## src/rtl/if_stage_if.sv

```systemverilog
// Fetch-stage bus: hazard/redirect controls from later stages, the
// instruction-memory address/data pair, and the IF/ID register outputs.
// The fetch stage is the slave; the surrounding pipeline is the master.
interface if_stage_if;
  logic        stall;
  logic        flush;
  logic        redirect_valid;
  logic [31:0] redirect_pc;
  logic [31:0] inst_addr;
  logic [31:0] inst;
  logic [31:0] if_id_inst;
  logic [31:0] if_id_pc;
  logic [31:0] if_id_pc_plus4;
  logic        if_id_valid;
  logic        addr_err;
  logic [31:0] fetch_count;

  modport master (
    output stall, flush, redirect_valid, redirect_pc, inst,
    input  inst_addr, if_id_inst, if_id_pc, if_id_pc_plus4, if_id_valid,
           addr_err, fetch_count
  );

  modport slave (
    input  stall, flush, redirect_valid, redirect_pc, inst,
    output inst_addr, if_id_inst, if_id_pc, if_id_pc_plus4, if_id_valid,
           addr_err, fetch_count
  );
endinterface

```

## src/rtl/if_stage.sv

```systemverilog
// Instruction-fetch stage: owns the PC, addresses the zero-latency
// instruction memory and fills the IF/ID pipeline register.
// Per-edge priority: redirect > stall > flush > normal fetch.
module if_stage #(
  parameter logic [31:0] RESET_PC = 32'h0000_0000
) (
  input  logic  clk,
  input  logic  rst,
  if_stage_if.slave bus
);

  logic [31:0] pc_q,       pc_d;
  logic [31:0] inst_q,     inst_d;
  logic [31:0] id_pc_q,    id_pc_d;
  logic [31:0] id_pc4_q,   id_pc4_d;
  logic        valid_q,    valid_d;
  logic        addr_err_q, addr_err_d;
  logic [31:0] count_q,    count_d;
  logic [31:0] pc_plus4;

  assign pc_plus4 = pc_q + 32'd4;

  // Next-state selection; a stall drops any concurrent flush because
  // decode re-presents it once the stall clears.
  always_comb begin
    pc_d       = pc_q;
    inst_d     = inst_q;
    id_pc_d    = id_pc_q;
    id_pc4_d   = id_pc4_q;
    valid_d    = valid_q;
    addr_err_d = 1'b0;
    count_d    = count_q;
    if (bus.redirect_valid) begin
      pc_d       = {bus.redirect_pc[31:2], 2'b00};
      inst_d     = 32'h0;
      id_pc_d    = 32'h0;
      id_pc4_d   = 32'h0;
      valid_d    = 1'b0;
      addr_err_d = (bus.redirect_pc[1:0] != 2'b00);
    end else if (bus.stall) begin
      pc_d = pc_q;
    end else if (bus.flush) begin
      pc_d     = pc_plus4;
      inst_d   = 32'h0;
      id_pc_d  = 32'h0;
      id_pc4_d = 32'h0;
      valid_d  = 1'b0;
    end else begin
      pc_d     = pc_plus4;
      inst_d   = bus.inst;
      id_pc_d  = pc_q;
      id_pc4_d = pc_plus4;
      valid_d  = 1'b1;
      count_d  = count_q + 32'd1;
    end
  end

  // State registers with asynchronous reset overriding everything.
  always_ff @(posedge clk or posedge rst) begin
    if (rst) begin
      pc_q       <= RESET_PC;
      inst_q     <= 32'h0;
      id_pc_q    <= 32'h0;
      id_pc4_q   <= 32'h0;
      valid_q    <= 1'b0;
      addr_err_q <= 1'b0;
      count_q    <= 32'h0;
    end else begin
      pc_q       <= pc_d;
      inst_q     <= inst_d;
      id_pc_q    <= id_pc_d;
      id_pc4_q   <= id_pc4_d;
      valid_q    <= valid_d;
      addr_err_q <= addr_err_d;
      count_q    <= count_d;
    end
  end

  assign bus.inst_addr      = pc_q;
  assign bus.if_id_inst     = inst_q;
  assign bus.if_id_pc       = id_pc_q;
  assign bus.if_id_pc_plus4 = id_pc4_q;
  assign bus.if_id_valid    = valid_q;
  assign bus.addr_err       = addr_err_q;
  assign bus.fetch_count    = count_q;

endmodule

```

## src/flat_wrapper.sv

```systemverilog
// flat-port wrapper written by rule: the top's interface ports become plain ports
module if_stage_flat 
#(
  parameter logic [31:0] RESET_PC = 32'h0000_0000
)
  (clk, rst, bus_stall, bus_flush, bus_redirect_valid, bus_redirect_pc, bus_inst, bus_inst_addr, bus_if_id_inst, bus_if_id_pc, bus_if_id_pc_plus4, bus_if_id_valid, bus_addr_err, bus_fetch_count);
  if_stage_if bus_i ();
  input  logic clk;
  input  logic rst;
  input wire logic [$bits(bus_i.stall)-1:0] bus_stall;
  input wire logic [$bits(bus_i.flush)-1:0] bus_flush;
  input wire logic [$bits(bus_i.redirect_valid)-1:0] bus_redirect_valid;
  input wire logic [$bits(bus_i.redirect_pc)-1:0] bus_redirect_pc;
  input wire logic [$bits(bus_i.inst)-1:0] bus_inst;
  output wire logic [$bits(bus_i.inst_addr)-1:0] bus_inst_addr;
  output wire logic [$bits(bus_i.if_id_inst)-1:0] bus_if_id_inst;
  output wire logic [$bits(bus_i.if_id_pc)-1:0] bus_if_id_pc;
  output wire logic [$bits(bus_i.if_id_pc_plus4)-1:0] bus_if_id_pc_plus4;
  output wire logic [$bits(bus_i.if_id_valid)-1:0] bus_if_id_valid;
  output wire logic [$bits(bus_i.addr_err)-1:0] bus_addr_err;
  output wire logic [$bits(bus_i.fetch_count)-1:0] bus_fetch_count;
  assign bus_i.stall = bus_stall;
  assign bus_i.flush = bus_flush;
  assign bus_i.redirect_valid = bus_redirect_valid;
  assign bus_i.redirect_pc = bus_redirect_pc;
  assign bus_i.inst = bus_inst;
  assign bus_inst_addr = bus_i.inst_addr;
  assign bus_if_id_inst = bus_i.if_id_inst;
  assign bus_if_id_pc = bus_i.if_id_pc;
  assign bus_if_id_pc_plus4 = bus_i.if_id_pc_plus4;
  assign bus_if_id_valid = bus_i.if_id_valid;
  assign bus_addr_err = bus_i.addr_err;
  assign bus_fetch_count = bus_i.fetch_count;
  if_stage #(.RESET_PC(RESET_PC)) u_core (.clk(clk), .rst(rst), .bus(bus_i));
endmodule
```

## config.mk

```make
export PLATFORM = sky130hd
export DESIGN_NAME = if_stage_flat
export DESIGN_NICKNAME = d
export VERILOG_FILES = /design/src/rtl/if_stage_if.sv /design/src/rtl/if_stage.sv /design/src/flat_wrapper.sv
export SDC_FILE = /design/constraint.sdc
export NUM_CORES = 1
export LEC_CHECK = 0
export ABC_AREA = 1
export CORE_AREA = 2 2 126 128
export CTS_CLUSTER_SIZE = 40
export DETAILED_ROUTE_END_ITERATION = 16
export DIE_AREA = 0 0 128 130
export PLACE_DENSITY = 0.95
export SYNTH_ARGS = -nofsm -noshare
export SYNTH_HDL_FRONTEND = slang
export SYNTH_SLANG_ARGS = --single-unit
```

## constraint.sdc

```tcl
create_clock -name clk -period 13.3 [get_ports clk]
set_input_delay 3.325 -clock clk [delete_from_list [all_inputs] [get_ports clk]]
set_output_delay 3.325 -clock clk [all_outputs]
set_load 0.05 [all_outputs]
```

## Word-level counts from Yosys, hierarchy flattened

Cells that the tools add are included.

- Register bits: 162
- Output and inout bits: 162

- Add/sub/neg operators: 2
- Equal/unequal tests: 1
- Multiplexer cells: 15
- Bitwise logic cells: 3
- Reduce and logical (&&, ||, !) cells: 2

Operators by type and width:

| kind | count |
|---|---|
| 32-bit 2-to-1 mux | 11 |
| 32-bit by 1-bit adder with 32-bit output (second input constant) | 1 |
| 32-bit by 3-bit adder with 32-bit output (second input constant) | 1 |
| 1-bit 2-to-1 mux | 4 |
| 1-bit NOT | 3 |
| 3-bit AND reduction | 1 |
| 2-bit by 1-bit != test with 1-bit output (second input constant) | 1 |
| 2-bit nonzero test | 1 |

## Depth between registers and ports, before layout

- Depth in word-level cells: 4
- Gate-level depth with buffers: 10
- Gate-level depth less buffers: 10

## Worst setup path before layout

OpenSTA, ideal clock, no wires.

- Path kind: input-to-reg
- Start point: input port bus_redirect_valid
- End point: register u_core.count_q[16] (netlist: u_core.bus.fetch_count[16])
- Library setup time: 0.142 ns
- Arrival: 4.181 ns
- Setup slack: 8.977 ns
- Stages on the path: 8
- Cells stage by stage: buf_6 -> nor2_4 -> nand2_4 -> nor2_4 -> nand2_4 -> nor2_8 -> nand2_1 -> xnor2_1

- Cells in the longest elaborated chain, start to end: 2

Ends and longest elaborated chain:

| item | RTL line | RTL |
|---|---|---|
| from (decl) | flat_wrapper.sv:12 | `input wire logic [$bits(bus_i.redirect_valid)-1:0] bus_redirect_valid;` |
| 1-bit NOT (no line) | - |  |
| 3-bit AND reduction (no line) | - |  |
| to (signal assigned) | if_stage.sv:75 | `count_q <= count_d;` |
| to (decl) | if_stage.sv:18 | `logic [31:0] count_q, count_d;` |

Every way passes these cells.
A chain may end at the register's enable or synchronous reset.

## Final worst setup path

- Start point: input port bus_redirect_valid
- End point: register u_core.count_q[20] (netlist: u_core.bus.fetch_count[20])

The elaborated chain is that of the path after synthesis.

==> impl_metrics.toml <==
[floorplan]
die_w_um = 128
rows = 46
dieArea_sq_mm = 0.01664
coreArea_sq_mm = 0.01542
die_h_um = 130
ios = 231
start_util_pct = 49.24

[detailed_routing]
drt-initial-drc-count = 762
wl_per_cell_um = 16.86
wl_mm = 23.08
dr.pass1.iters = 7
vias = 7400
detail-route-antenna-nets = 0
vias_per_cell = 5.405
drcViolationCount = 0

[critical_path]
end_kind = "flop"
cp_cell_sequence = "clkdlybuf4s50_1 > buf_4 > nor2_4 > nand2_4 > inv_2 > nand2_1 > nor2_2 > nand3_1 > xnor2_1"
critPathRequiredTime_ns = 13.61
worstPathArrival_ns = 6.56
cp_max_fo = 64
path_class = "in2reg"
cp_slowest_cell = "inv_2"
critical_path.startpoint_type = "primary input"
critPathMaxStageDelay_ns = 0.97

[global_route]
use_met1_pct = 35.46
grt_max_degree = 100
grt_pass1_wl_mm = 36.11
met3_usage_pct = 6.314
use_met2_pct = 46.46
grt_pass1_vias = 7056
top_usage_layer = "met2"
antenna_found_initial = 0
gr-total-overflow = 0
grt_usage_pct = 27.86

[clock_network]
clkTransAtPathRegs_ns = 0.06
cts_tree = "yes"
clock-root-buffer = "clkbuf_16"
cts.path.max_buffers = 2
cts_made_buffers = 17
cts.repair.resized = 0
cts_sinks = 157
hold_buffers = 0
clk-insertion-delay-late_ns = 0.43
cts.htree.levels = 4
postCtsSetupRepairBufs = 0

[logic_synthesis]
yosysUniqueCellTypes = 32
yosysTopAreaCellShare_pct = 51.73
ys_seq_area_share_pct = 51.73
synth_top_area_cell = "dfrtp_1"
synth_warnings = 0
yosysMostFrequentCell = "nand2_1"
avgSynthCellArea_sq_um = 8.011
synth-main-ff-cell = "dfrtp_1"
netlist_instances = 948
synth_area_leaders = "dfrtp_1, nand2_1, inv_1"
async_flop_share_pct = 100.0
syn_area_sq_mm = 0.007595
synth_common_cells = "nand2_1, dfrtp_1, inv_1"
ys_ff_latch = 157
synth_edf_count = 0

[run]
maxCapViolations = 0

[sta]
clock_skew_ns = 0.007005
min_period_over_period_pct = 46.93
slew_headroom_pct = 19.40
finalHoldViolCount = 0
setup-tns-final_ns = 0
setup_viol = 0
slew_viol_final = 0
rsz0062_at_grt = "no"
clock.fmax_mhz = 160.2
tightest_slew_ns = 1.209
period_minus_slack_ns = 6.242

[finish]
syn_to_final_growth_pct = 38.76
nets = 1235
final_cells = 1369
fin_util_pct = 68.32
n_antenna_cell = 0
drive_gt1_share_pct = 5.098

[pwr]
power.leakage_nw = 4.981
power_density_mw_per_mm2 = 123.5
ir_drop_mv = 0.09864

[placement]
placedCellCount = 1337
io_buffer_count = 228
place_congestion = 0.8983
dp_hpwl_mm = 16.23

[hold_path]
hold_path_class = "reg2reg"

[outcome]
status = "completed"
## area by class of cell
class,instances,area [sq um]
multi-input combinational,659,3129
timing repair buffer,231,2305
clock inverter,10,88.84
fill,1212,4886
inverter,98,372.9
tap,192,240.2
sequential,157,3929
clock buffer,22,474.2
## routing by layer
| metal | up-vias | wire [um] |
|---|---|---|
| met4 | 0 | 674 |
| met5 | - | 0 |
| met2 | 412 | 11120 |
| met1 | 3537 | 9344 |
| met3 | 59 | 1942 |
| li1 | 3392 | - |
## power breakdown
| part | total [W] | switching, W | internal, W |
|---|---|---|---|
| registers | 0.000542 | 0.0000349 | 0.000507 |
| clock network | 0.000467 | 0.000196 | 0.000271 |
| logic | 0.000292 | 0.000199 | 0.0000938 |
| total | 0.00130 | 0.000429 | 0.000872 |
## per-stage QoR
step                instance area [sq um]  hold slack, ns  setup WS, ns  power [W]
floorplan                            7599          0.7514         5.740  0.0007239
global placement                     9976          0.4566         6.705  0.0008349
global route                        10540          0.4921         6.713   0.001344
CTS                                 10540          0.4817         7.038   0.001304
finish                              10540          0.4787         7.058   0.001301
detailed placement                   9976          0.4651         6.601  0.0008401
## state kept, by name (all words and copies together) (netlist names)
name                       flops
u_core.bus.if_id_pc_plus4     31
u_core.bus.if_id_pc           30
u_core.bus.inst_addr          30
u_core.bus.if_id_inst         32
u_core.bus.addr_err            1
u_core.bus.if_id_valid         1
u_core.bus.fetch_count        32
## kinds of logic after synthesis
group                    share of synthesized area, %
buffers and inverters                           7.117
adder cells (fa/ha/maj)                        0.3294
flip-flops                                      51.73
XOR/XNOR                                        3.344
AO/OA/AOI/OAI                                   9.011
AND/OR/NAND/NOR                                 28.42
other                                         0.04938
## worst max-delay path: cells and delay by family
family	cells	cell delay (ns)
buffers and inverters	3	1.63
XOR/XNOR	1	0.14
AND/OR/NAND/NOR	5	1.44
## cells in the final DEF, fill, tap and decap left out, types with 11 or more instances in the layout
master             n
a22o_1            32
clkbuf_16         17
clkdlybuf4s50_1  228
dfrtp_1          157
inv_1             94
nand2_1          377
nand3_1           39
nor2_1            71
nor2_4            11
o21ai_0           63
xor2_1            21
## path summary, 6_finish.rpt
path / end / from / slack (ns) / cells past startpoint
setup / recovery: u_core.bus.fetch_count[20]$_DFFE_PP0P_ / bus_redirect_valid / 7.06 / 9
hold / removal: u_core.bus.if_id_pc_plus4[14]$_DFFE_PP0N_ / u_core.bus.if_id_pc_plus4[14]$_DFFE_PP0N_ / 0.48 / 2
setup reg to reg: u_core.bus.if_id_pc_plus4[28]$_DFFE_PP0N_ / u_core.bus.inst_addr[2]$_DFFE_PP0N_ / 11.28 / 10
hold reg to reg: u_core.bus.if_id_pc_plus4[14]$_DFFE_PP0N_ / u_core.bus.if_id_pc_plus4[14]$_DFFE_PP0N_ / 0.48 / 2
max in group asynchronous: u_core.bus.if_id_pc[25]$_DFFE_PP0N_ / rst / 8.35 / 3
min in group asynchronous: u_core.bus.if_id_inst[16]$_DFFE_PP0N_ / rst / 3.40 / 2
Power figures use the tool's default switching activity.
